===== src/rtl/arbitro_memoria.sv =====
// -----------------------------------------------------------------------------
// arbitro_memoria
//
// Sequencer and two-way arbiter for the single shared memory port of the
// ld2ud/ciscud datapath. Accesses from the CPU port (fetch/load/store) and the
// E/S port are serialised onto one memory interface. Every access occupies
// ESPERA+1 cycles on the memory side, followed by one FIN cycle (ack) and at
// least one LIBRE cycle before the next grant.
//
// Parameters
//   ANCHO_DIR   address width
//   ANCHO_DATO  data width
//   ESPERA      memory wait states (0..15)
//
// Ports
//   Reloj, Reiniciar          clock, synchronous active-high reset
//   cpu_req/we/addr/wdata     CPU request, held until cpu_ack
//   cpu_lock                  keep the bus for the CPU after this access
//   cpu_ack, cpu_rdata        CPU completion pulse and registered read data
//   es_req/we/addr/wdata      E/S request, same meaning as the CPU port
//   es_ack, es_rdata          E/S completion pulse and registered read data
//   mem_en, mem_we            memory access active / write strobe
//   mem_addr, mem_wdata       latched address / write data of the owner
//   mem_rdata                 memory read data, valid in the last ACCESO cycle
//   ocupado                   FSM is not in LIBRE
//   concedido                 current/last owner: 0 = CPU, 1 = E/S
// -----------------------------------------------------------------------------
module arbitro_memoria #(
    parameter int ANCHO_DIR  = 16,
    parameter int ANCHO_DATO = 16,
    parameter int ESPERA     = 1
) (
    input  logic                  Reloj,
    input  logic                  Reiniciar,

    input  logic                  cpu_req,
    input  logic                  cpu_we,
    input  logic [ANCHO_DIR-1:0]  cpu_addr,
    input  logic [ANCHO_DATO-1:0] cpu_wdata,
    input  logic                  cpu_lock,
    output logic                  cpu_ack,
    output logic [ANCHO_DATO-1:0] cpu_rdata,

    input  logic                  es_req,
    input  logic                  es_we,
    input  logic [ANCHO_DIR-1:0]  es_addr,
    input  logic [ANCHO_DATO-1:0] es_wdata,
    output logic                  es_ack,
    output logic [ANCHO_DATO-1:0] es_rdata,

    output logic                  mem_en,
    output logic                  mem_we,
    output logic [ANCHO_DIR-1:0]  mem_addr,
    output logic [ANCHO_DATO-1:0] mem_wdata,
    input  logic [ANCHO_DATO-1:0] mem_rdata,

    output logic                  ocupado,
    output logic                  concedido
);

    typedef enum logic [1:0] {
        LIBRE  = 2'd0,
        ACCESO = 2'd1,
        FIN    = 2'd2
    } estado_t;

    // Wait-state count loaded into the 4-bit counter at grant time.
    localparam logic [3:0] ESPERA_INI = 4'(ESPERA);

    estado_t    estado;
    estado_t    estadoSig;

    logic [3:0] contador;      // remaining wait states in ACCESO
    logic       duenio;        // owner of the access in flight: 0 CPU, 1 E/S
    logic       ultimo;        // last port that completed an access
    logic       bloqueo;       // CPU holds the bus between accesses
    logic       weLatch;       // latched write flag of the owner

    logic       conceder;      // a grant happens at the end of this LIBRE cycle
    logic       ganador;       // port receiving that grant
    logic       ultimoCiclo;   // current ACCESO cycle is the last one

    // -------------------------------------------------------------------------
    // State register
    // -------------------------------------------------------------------------
    always_ff @(posedge Reloj) begin
        if (Reiniciar) begin
            estado <= LIBRE;
        end else begin
            estado <= estadoSig;
        end
    end

    // -------------------------------------------------------------------------
    // Next state, grant decision and outputs
    // -------------------------------------------------------------------------
    always_comb begin
        estadoSig   = estado;
        conceder    = 1'b0;
        ganador     = 1'b0;
        ultimoCiclo = (contador == 4'd0);
        mem_en      = 1'b0;
        mem_we      = 1'b0;
        cpu_ack     = 1'b0;
        es_ack      = 1'b0;
        ocupado     = (estado != LIBRE);
        concedido   = duenio;

        unique case (estado)
            LIBRE: begin
                if (bloqueo) begin
                    // Locked bus: only the CPU may be granted, E/S waits.
                    conceder = cpu_req;
                    ganador  = 1'b0;
                end else if (cpu_req && es_req) begin
                    // Tie: the port that did not go last wins.
                    conceder = 1'b1;
                    ganador  = ~ultimo;
                end else if (cpu_req) begin
                    conceder = 1'b1;
                    ganador  = 1'b0;
                end else if (es_req) begin
                    conceder = 1'b1;
                    ganador  = 1'b1;
                end
                if (conceder) begin
                    estadoSig = ACCESO;
                end
            end

            ACCESO: begin
                mem_en = 1'b1;
                // The strobe lands in the last ACCESO cycle only. It is also
                // masked while reset is asserted so an aborted write never
                // reaches the memory.
                mem_we = weLatch && ultimoCiclo && !Reiniciar;
                if (ultimoCiclo) begin
                    estadoSig = FIN;
                end
            end

            FIN: begin
                cpu_ack   = ~duenio;
                es_ack    = duenio;
                estadoSig = LIBRE;
            end

            default: begin
                estadoSig = LIBRE;
            end
        endcase
    end

    // -------------------------------------------------------------------------
    // Counter, ownership, lock and datapath registers
    // -------------------------------------------------------------------------
    always_ff @(posedge Reloj) begin
        if (Reiniciar) begin
            contador  <= 4'd0;
            duenio    <= 1'b0;
            ultimo    <= 1'b1;     // CPU wins the first tie after reset
            bloqueo   <= 1'b0;
            weLatch   <= 1'b0;
            mem_addr  <= '0;
            mem_wdata <= '0;
            cpu_rdata <= '0;
            es_rdata  <= '0;
        end else begin
            unique case (estado)
                LIBRE: begin
                    // An idle CPU that no longer asks for the lock releases it.
                    if (!cpu_req && !cpu_lock) begin
                        bloqueo <= 1'b0;
                    end
                    // Request payload is only sampled here; later changes on
                    // the request ports do not disturb the access in flight.
                    if (conceder) begin
                        duenio   <= ganador;
                        contador <= ESPERA_INI;
                        if (ganador) begin
                            weLatch   <= es_we;
                            mem_addr  <= es_addr;
                            mem_wdata <= es_wdata;
                        end else begin
                            weLatch   <= cpu_we;
                            mem_addr  <= cpu_addr;
                            mem_wdata <= cpu_wdata;
                        end
                    end
                end

                ACCESO: begin
                    if (!ultimoCiclo) begin
                        contador <= contador - 4'd1;
                    end else begin
                        ultimo <= duenio;
                        // Writes leave both read-data registers untouched.
                        if (!weLatch) begin
                            if (duenio) begin
                                es_rdata <= mem_rdata;
                            end else begin
                                cpu_rdata <= mem_rdata;
                            end
                        end
                    end
                end

                FIN: begin
                    // The lock follows cpu_lock at the end of each CPU access;
                    // an E/S access can only happen with the lock already clear.
                    bloqueo <= duenio ? 1'b0 : cpu_lock;
                end

                default: begin
                end
            endcase
        end
    end

endmodule

===== config.mk =====
export PLATFORM = sky130hd
export DESIGN_NAME = arbitro_memoria
export DESIGN_NICKNAME = d
export VERILOG_FILES = /design/src/rtl/arbitro_memoria.sv
export SDC_FILE = /design/constraint.sdc
export NUM_CORES = 1
export LEC_CHECK = 0
export ABC_AREA = 1
export BUFFER_PORTS_ARGS = -buffer_cell sky130_fd_sc_hd__buf_2
export CAP_MARGIN = 20
export CORE_AREA = 10 10 99 101
export CTS_BUF_LIST = sky130_fd_sc_hd__clkbuf_4
export DETAILED_ROUTE_END_ITERATION = 16
export DIE_AREA = 0 0 109 111
export MAX_ROUTING_LAYER = met4
export PLACE_DENSITY = 0.76
export REMOVE_ABC_BUFFERS = 1
export SLEW_MARGIN = 15
export SYNTH_ARGS = -nofsm -noshare
export SYNTH_HDL_FRONTEND = slang
export SYNTH_SLANG_ARGS = --single-unit

===== constraint.sdc =====
create_clock -name Reloj -period 1.4 [get_ports Reloj]
set_input_delay 0.14 -clock Reloj [delete_from_list [all_inputs] [get_ports Reloj]]
set_output_delay 0.14 -clock Reloj [all_outputs]
set_load 0.05 [all_outputs]

==> results.md, run 1 <==
- Syn Area/Cell: 7.811 µm²
- Core area: 7969 µm²
- Largest delay share family, worst path: flip-flops
- IO Pins: 157
- RSZ-0062 raised after global routing: yes
- Initial antenna violation count: 0
- Leak pwr: 2.767 nW
- Critical path cell sequence: inv_2 > ha_4 > nand2_4 > nor2_4 > inv_2 > nor3_2 > buf_6
- Starting Density: 41.56%
- Min-Delay Startpoint: Reiniciar
- Least-Margin Pin Slew: 0.2968 ns
- Clk buf depth: 2
- WP buf/inv: 3
- Area of the die: 12100 µm²
- Critical Path RT: 1.26 ns
- Worst path slowest cell: dfxtp_2
- Area of the mapped netlist: 3312 µm²
- Cell mode on critical path: inv_2
- R2r worst-path depth: 8
- Flip-flop and latch area: 1491 µm²
- Flops & latches, synth: 74
- Total Neg Setup Slack: -0.5011 ns
- GRT Util Overall: 18.25%
- GPL Wtd Cong: 0.7861
- Register area share after synthesis: 44.73%
- Row cnt: 33
- Hold WC Path Type: input port to flop
- Slowest stage delay, CP: 0.35 ns
- Cell Count, Final, Fillers Out: 760
- Residual DRC: 0
- Inst Count DP: 675
- Nets: 739
- Fin crit share: 119.0%
- Average vias per placed instance: 4.812
- Post-synthesis cell type count: 27
- CP max FO: 4
- H-tree levels: 3
- Capturing point of the worst reg2reg path: weLatch
- Hold Path Sink: estado[0]
- Register-to-register setup slack: -0.03 ns
- Worst setup EP type: output pin
- Die Height: 111 µm
- Reg clk slew, reported paths: 0.13 ns
- Syn-to-layout area delta: 59.84%
- Final setup fails: 17
- TritonCTS clock tree: built
- DRC violation total after the first TritonRoute iteration: 136
- Power per cell area: 1281 nW/µm²
- First-pass GRT wire length: 17.53 mm
- Pins over their slew limit: 0
- Core Util, Final: 66.43%
- Share of layout cells above drive strength 1: 41.68%
- Drt pass-1 iters: 4
- Number of port buffers: 156
- GR Overflow Total: 0
- R2R Path Start: estado[0]
- Gate Count Post-Synth: 424
- Fill cells: 612
- Failing checks: setup timing
- Peak VDD IR: 0.0007761 V
- Post-route antenna net violation count: 0
- CTS buffer count: 9
- Hold Crit Depth: 2
- Multi-input gate area: 1594 µm²
- Vias: 3657
- Maxcap violations: 0
- Status: finished, violations left
- Overall power: 6.779 mW
- Die X-Extent: 109 µm
- Fmax: 600.2 MHz
- Crit path time final: 1.666 ns
- Worst setup margin: -0.2660 ns
- CTS Root Cell: clkbuf_4
- Slew Limit Headroom: 80.06%
- Final Hold Fails: 0
- DRT Wirelength: 12.41 mm
- Pre-CTS setup slack: -0.04427 ns
- Dpl hpwl: 7.215 mm
- Clock sinks: 74
- Yosys warnings: 0
- Worst Skew: 0.02329 ns
- CP Launch Type: flop
- WL/cell: 16.33 µm
- Ant diodes: 0
- Worst-Skew Late Latency: 0.41 ns
- Largest net degree at the start of global routing: 66
- Vias in the first global route: 3576
- Crit Path Class: flop to output pin
- WP data arrival: 1.53 ns
[sequential cells by signal, summed over array words and instances, names as in the netlist]
name       flops
mem_addr      16
estado         2
cpu_rdata     16
weLatch        1
mem_wdata     16
contador       4
concedido      1
es_rdata      16
ultimo         1
bloqueo        1
[cells in the final DEF (no fill, tap or decap), types with 2 or more instances in the layout]
cell,n
nand2_1,104
inv_1,42
clkinv_2,3
nand2_4,3
buf_4,14
o211ai_1,3
nor3_1,14
o211ai_2,28
nor2_4,7
nor3_2,5
buf_2,151
inv_2,6
dlygate4sd3_1,49
dfxtp_4,2
nand3_2,2
a21oi_1,5
clkbuf_16,6
buf_6,8
clkbuf_4,11
nand3_1,3
buf_12,4
nand2_2,7
o21ai_1,21
nor2_1,53
clkinvlp_4,2
dfxtp_1,70
buf_8,4
o21ai_0,14
dfxtp_2,2
nand3_4,2
[synth_stat cells]
library cell	number	share of area [%]
o211ai_2	29	11
nand3_4	1	0.53
nand2_1	109	12
dfxtp_1	74	45
o21ai_1	21	3.2
clkbuf_1	7	0.79
ha_1	2	0.76
inv_2	3	0.34
nor2_1	56	6.3
clkinv_1	1	0.11
nand3_2	1	0.30
nor3_1	19	2.9
nand3_1	4	0.60
or2_0	1	0.19
o22ai_1	1	0.19
inv_1	46	5.2
buf_6	9	3.1
clkinv_2	1	0.15
nor2_2	1	0.19
o21ai_0	14	2.1
o211ai_1	3	0.68
nand2_4	1	0.34
buf_2	6	0.91
a21oi_1	5	0.76
nand2_2	4	0.76
a211oi_1	1	0.23
nor2_4	4	1.4
[per-stage QoR]
stage / hold slack [ns] / cell area [µm²]
CTS: 0.01055 / 4876
detailed placement: 0.3903 / 4194
global placement: 0.3836 / 4194
floorplan: 0.2091 / 3154
global route: 0.03190 / 5294
finish: 0.03812 / 5294
[where the power goes]
group | switching [mW] | internal [mW] | leakage [nW] | total (mW)
combinational | 1.94 | 0.965 | 2.09 | 2.90
clock | 0.747 | 0.580 | 0.0729 | 1.33
sequential | 0.164 | 2.39 | 0.608 | 2.55
total | 2.85 | 3.93 | 2.77 | 6.78
[cells by family (layout without fill, tap and decap cells)]
| group | count (synthesis) | in the layout | synth area share, % |
|---|---|---|---|
| buf+inv | 73 | 303 | 10.58 |
| flops | 74 | 74 | 44.73 |
| fa+ha+maj | 2 | 2 | 0.7555 |
| compound gates | 74 | 74 | 18.10 |
| simple gates | 201 | 202 | 25.84 |
[metal layers]
layer	vias up	wire, µm	part of all wire (%)	global-route usage (%)
li1	1807	-	-	-
met1	1621	5122	41	20.82
met2	202	5600	45	28.13
met3	27	1347	11	6.977
met4	0	337	2.7	7.036
met5	-	0	0	-
[cell type report]
type                    instances  share of cell area, %
repair buffers                236                  32.71
multi-input cells             278                  30.11
flip-flops and latches         74                  28.17
inverters                      51                  3.923
well taps                     105                  2.482
clock buffers                  11                  1.560
clock inverters                 5                  1.040
[worst max-delay path by stage]
| stage | from | endpoint | slack, ns | depth (start not counted) |
|---|---|---|---|---|
| final | contador[0] | mem_we | -0.27 | 7 |
| after global routing | contador[0] | mem_we | -0.35 | 7 |
| after global placement | contador[0] | mem_we | 0.005 | 7 |
| after detailed placement | contador[0] | mem_we | -0.04 | 7 |
| after floorplan | estado[1] | mem_wdata[0] | -0.67 | 4 |
| after CTS | contador[0] | mem_we | -0.28 | 7 |
[timing repair]
item / 4_1_cts / 5_1_grt
setup buffers: 0 / 9
pin swaps: 2 / 13
resized for setup: 20 / 37
hold endpoints to repair: 65 / 0
cloned: 0 / 11
endpoints found under the setup margin: 41 / 45
hold buffers: 49 / 0
[worst register-to-register path, cell delays in order (launching register included)]
cell	delay [ns]
dfxtp_4	0.39
nor2_4	0.14
buf_6	0.14
nand3_4	0.18
clkbuf_16	0.25
inv_2	0.05
nand2_1	0.05
nand3_2	0.07
o21ai_1	0.06
No activity file was read; power rests on OpenSTA's default activity.
==> run 2: changes to the inputs <==
--- a/config.mk
+++ b/config.mk
@@ -5,15 +5,15 @@
 export SDC_FILE = /design/constraint.sdc
 export NUM_CORES = 1
 export LEC_CHECK = 0
-export ABC_AREA = 1
 export BUFFER_PORTS_ARGS = -buffer_cell sky130_fd_sc_hd__buf_2
 export CAP_MARGIN = 20
-export CORE_AREA = 10 10 99 101
+export CORE_AREA = 10 10 95 97
 export CTS_BUF_LIST = sky130_fd_sc_hd__clkbuf_4
 export DETAILED_ROUTE_END_ITERATION = 16
-export DIE_AREA = 0 0 109 111
+export DIE_AREA = 0 0 105 107
 export MAX_ROUTING_LAYER = met4
 export PLACE_DENSITY = 0.76
+export RECOVER_POWER = 50
 export REMOVE_ABC_BUFFERS = 1
 export SLEW_MARGIN = 15
 export SYNTH_ARGS = -nofsm -noshare
==> results.md, run 2 <==
- CTS Root Cell: clkbuf_4
- Fmax: 528.0 MHz (-12%)
- Power per cell area: 1145 nW/µm² (-11%)
- Share of layout cells above drive strength 1: 52.63% (+11 points)
- Core area: 7137 µm² (-10%)
- Drt pass-1 iters: 4 (unchanged)
- Worst-Skew Late Latency: 0.41 ns (about the same)
- Fin crit share: 135.3% (+16 points)
- Vias in the first global route: 3574 (-0.056%)
- Nets: 654 (-12%)
- Commonest non-fill, non-tap cell in the layout: buf_2
- IO Pins: 157 (unchanged)
- Peak VDD IR: 0.0007086 V (-8.7%)
- Area contributors post-synth: dfxtp_1, mux2i_1, o2bb2ai_1
- RSZ-0062 raised after global routing: yes
- Final Hold Fails: 0 (unchanged)
- CTS buffer count: 9 (unchanged)
- Hold WC Path Type: input port to flop
- Cell Count, Final, Fillers Out: 670 (-12%)
- Vias: 3466 (-5.2%)
- Register area share after synthesis: 50.36% (+5.6 points)
- Post-synth top area share: 50.36% (+5.6 points)
- Clock sinks: 74 (unchanged)
- Failing checks: setup timing
- Syn-to-layout area delta: 87.49%
- Residual DRC: 0 (unchanged)
- Pins over their slew limit: 0 (unchanged)
- Top_reg_cell synth: dfxtp_1
- Reg clk slew, reported paths: 0.13 ns (about the same)
- Largest net degree at the start of global routing: 34 (-48%)
- Starting Density: 41.22% (-0.34 points)
- WL/cell: 19.48 µm (+19%)
- CP Launch Type: flop
- WP data arrival: 2.23 ns (+0.70 ns)
- Worst Skew: 0.02035 ns (-0.002944 ns)
- Worst setup EP type: flop
- Register-to-register setup slack: -0.49 ns (-0.46 ns)
- Gate Count Post-Synth: 308 (-27%)
- CP max FO: 8 (+4)
- Slew Limit Headroom: 66.45% (-14 points)
- DRT Wirelength: 13.05 mm (+5.2%)
- Clk buf depth: 2 (unchanged)
- Area of the die: 11240 µm² (-7.1%)
- GPL Wtd Cong: 0.8616 (+9.6%)
- Final setup fails: 74 (+57)
- Post-route antenna net violation count: 0 (unchanged)
- Crit Path Class: flop to flop
- Syn Area/Cell: 9.551 µm² (+22%)
- Crit path time final: 1.894 ns (+0.2279 ns)
- Row cnt: 31 (-6.1%)
- Status: finished, violations left
- Placed cell area: 4009 µm² (-4.4%)
- TritonCTS clock tree: built
- Die X-Extent: 105 µm (-3.7%)
- Synth area leader: dfxtp_1
- Critical Path RT: 1.74 ns (+0.48 ns)
- First-pass GRT wire length: 18.65 mm (+6.4%)
- Leak pwr: 2.695 nW (-2.6%)
- GRT Util Overall: 20.94% (+2.7 points)
- Average vias per placed instance: 5.173 (+7.5%)
- Post-synth EDFFs: 0 (unchanged)
- Flops & latches, synth: 74 (unchanged)
- Initial antenna violation count: 1 (+1)
- GR Overflow Total: 0 (unchanged)
- DRC violation total after the first TritonRoute iteration: 130 (-4.4%)
- H-tree levels: 3 (unchanged)
- Maxcap violations: 0 (unchanged)
- Core Util, Final: 77.28% (+11 points)
- Dpl hpwl: 7.302 mm (+1.2%)
- Count leader, synth: dfxtp_1
- Inst Count DP: 566 (-16%)
- Yosys warnings: 0 (unchanged)
- Area of the mapped netlist: 2942 µm² (-11%)
- Die Height: 107 µm (-3.6%)
- Least-Margin Pin Slew: 0.5032 ns (+0.2064 ns)
- Worst setup margin: -0.4939 ns (-0.2279 ns)
- Final instance area: 5515 µm² (+4.2%)
- Number of port buffers: 156 (unchanged)
- Ys async rst share: 0% (unchanged)
- Most frequent cells in the layout: buf_2, dfxtp_1, dlygate4sd3_1, nand2_1, o2bb2ai_1
- Synth top cells by count: dfxtp_1, nand2_1, a21oi_1
- Post-synthesis cell type count: 36 (+33%)
run 2: where the power goes:
group          switching, mW  internal (mW)  leakage, nW  total [mW]
Sequential             0.120           2.30        0.607        2.42
Combinational           1.42          0.943         2.00        2.36
Clock                  0.789          0.751       0.0905        1.54
run 2: logic make-up (layout without fill, tap and decap cells):
| logic type | count (synthesis) | in the layout | share of synthesized area [%] |
|---|---|---|---|
| other | 0 | 1 | 0 |
| and+or+nand+nor | 93 | 93 | 14.85 |
| buffers and inverters | 27 | 289 | 4.210 |
| AOI/OAI and AO/OA | 79 | 79 | 18.50 |
| adders and majority gates | 2 | 2 | 0.8506 |
| muxes | 33 | 33 | 11.23 |
| DFF | 74 | 74 | 50.36 |
run 2: area by class of cell:
class	count	area [µm²]
Clock buffer	10	75.07
Antenna cell	1	2.502
Timing Repair Buffer	268	1986
Inverter	5	31.28
Clock inverter	6	91.34
Fill cell	435	1622
Sequential cell	74	1489
Multi-Input combinational cell	207	1717
Tap cell	99	123.9
run 2: path summary, 6_finish.rpt:
kind	from	end	depth (start not counted)
max	contador[0]	cpu_rdata[4]	11
min	es_wdata[4]	mem_wdata[4]	3
max reg2reg	contador[0]	cpu_rdata[4]	11
min reg2reg	es_rdata[3]	es_rdata[3]	2
run 2: per-layer routing:
layer	global-route usage, %	part of all wire, %	up-vias
met5	-	0	-
met4	7.941	2.2	0
met3	8.084	9.0	24
met2	32.07	47	182
met1	24.42	42	1657
li1	-	-	1603
run 2: what timing repair did:
item / 4_1_cts / 5_1_grt
gates resized for setup: 42 / 94
cloned: 0 / 2
pin swaps: 7 / 31
buffers inserted: 8 / 11
hold buffers: 67 / 0
hold endpoints to repair: 61 / 0
endpoints found under the setup margin: 74 / 78
run 2: metrics by stage:
step	setup WS (ns)	hold WS (ns)	total power [mW]	setup TNS [ns]
CTS	-0.4666	0.0003577	5.966	-8.905
floorplan	-1.026	0.2091	3.535	-50.04
finish	-0.4939	0.01180	6.315	-18.04
detailed placement	-0.2559	0.4021	4.161	-8.629
global placement	-0.1864	0.3969	4.124	-4.704
global route	-0.5853	0.0005892	6.564	-24.50
run 2: critical path: stages, from the launching register on:
cell	delay, ns
dfxtp_2	0.34
inv_2	0.07
ha_4	0.13
nor3b_4	0.19
buf_6	0.14
buf_4	0.10
buf_6	0.11
nor4b_4	0.19
buf_4	0.18
clkbuf_16	0.19
nand2_4	0.06
a21oi_2	0.12
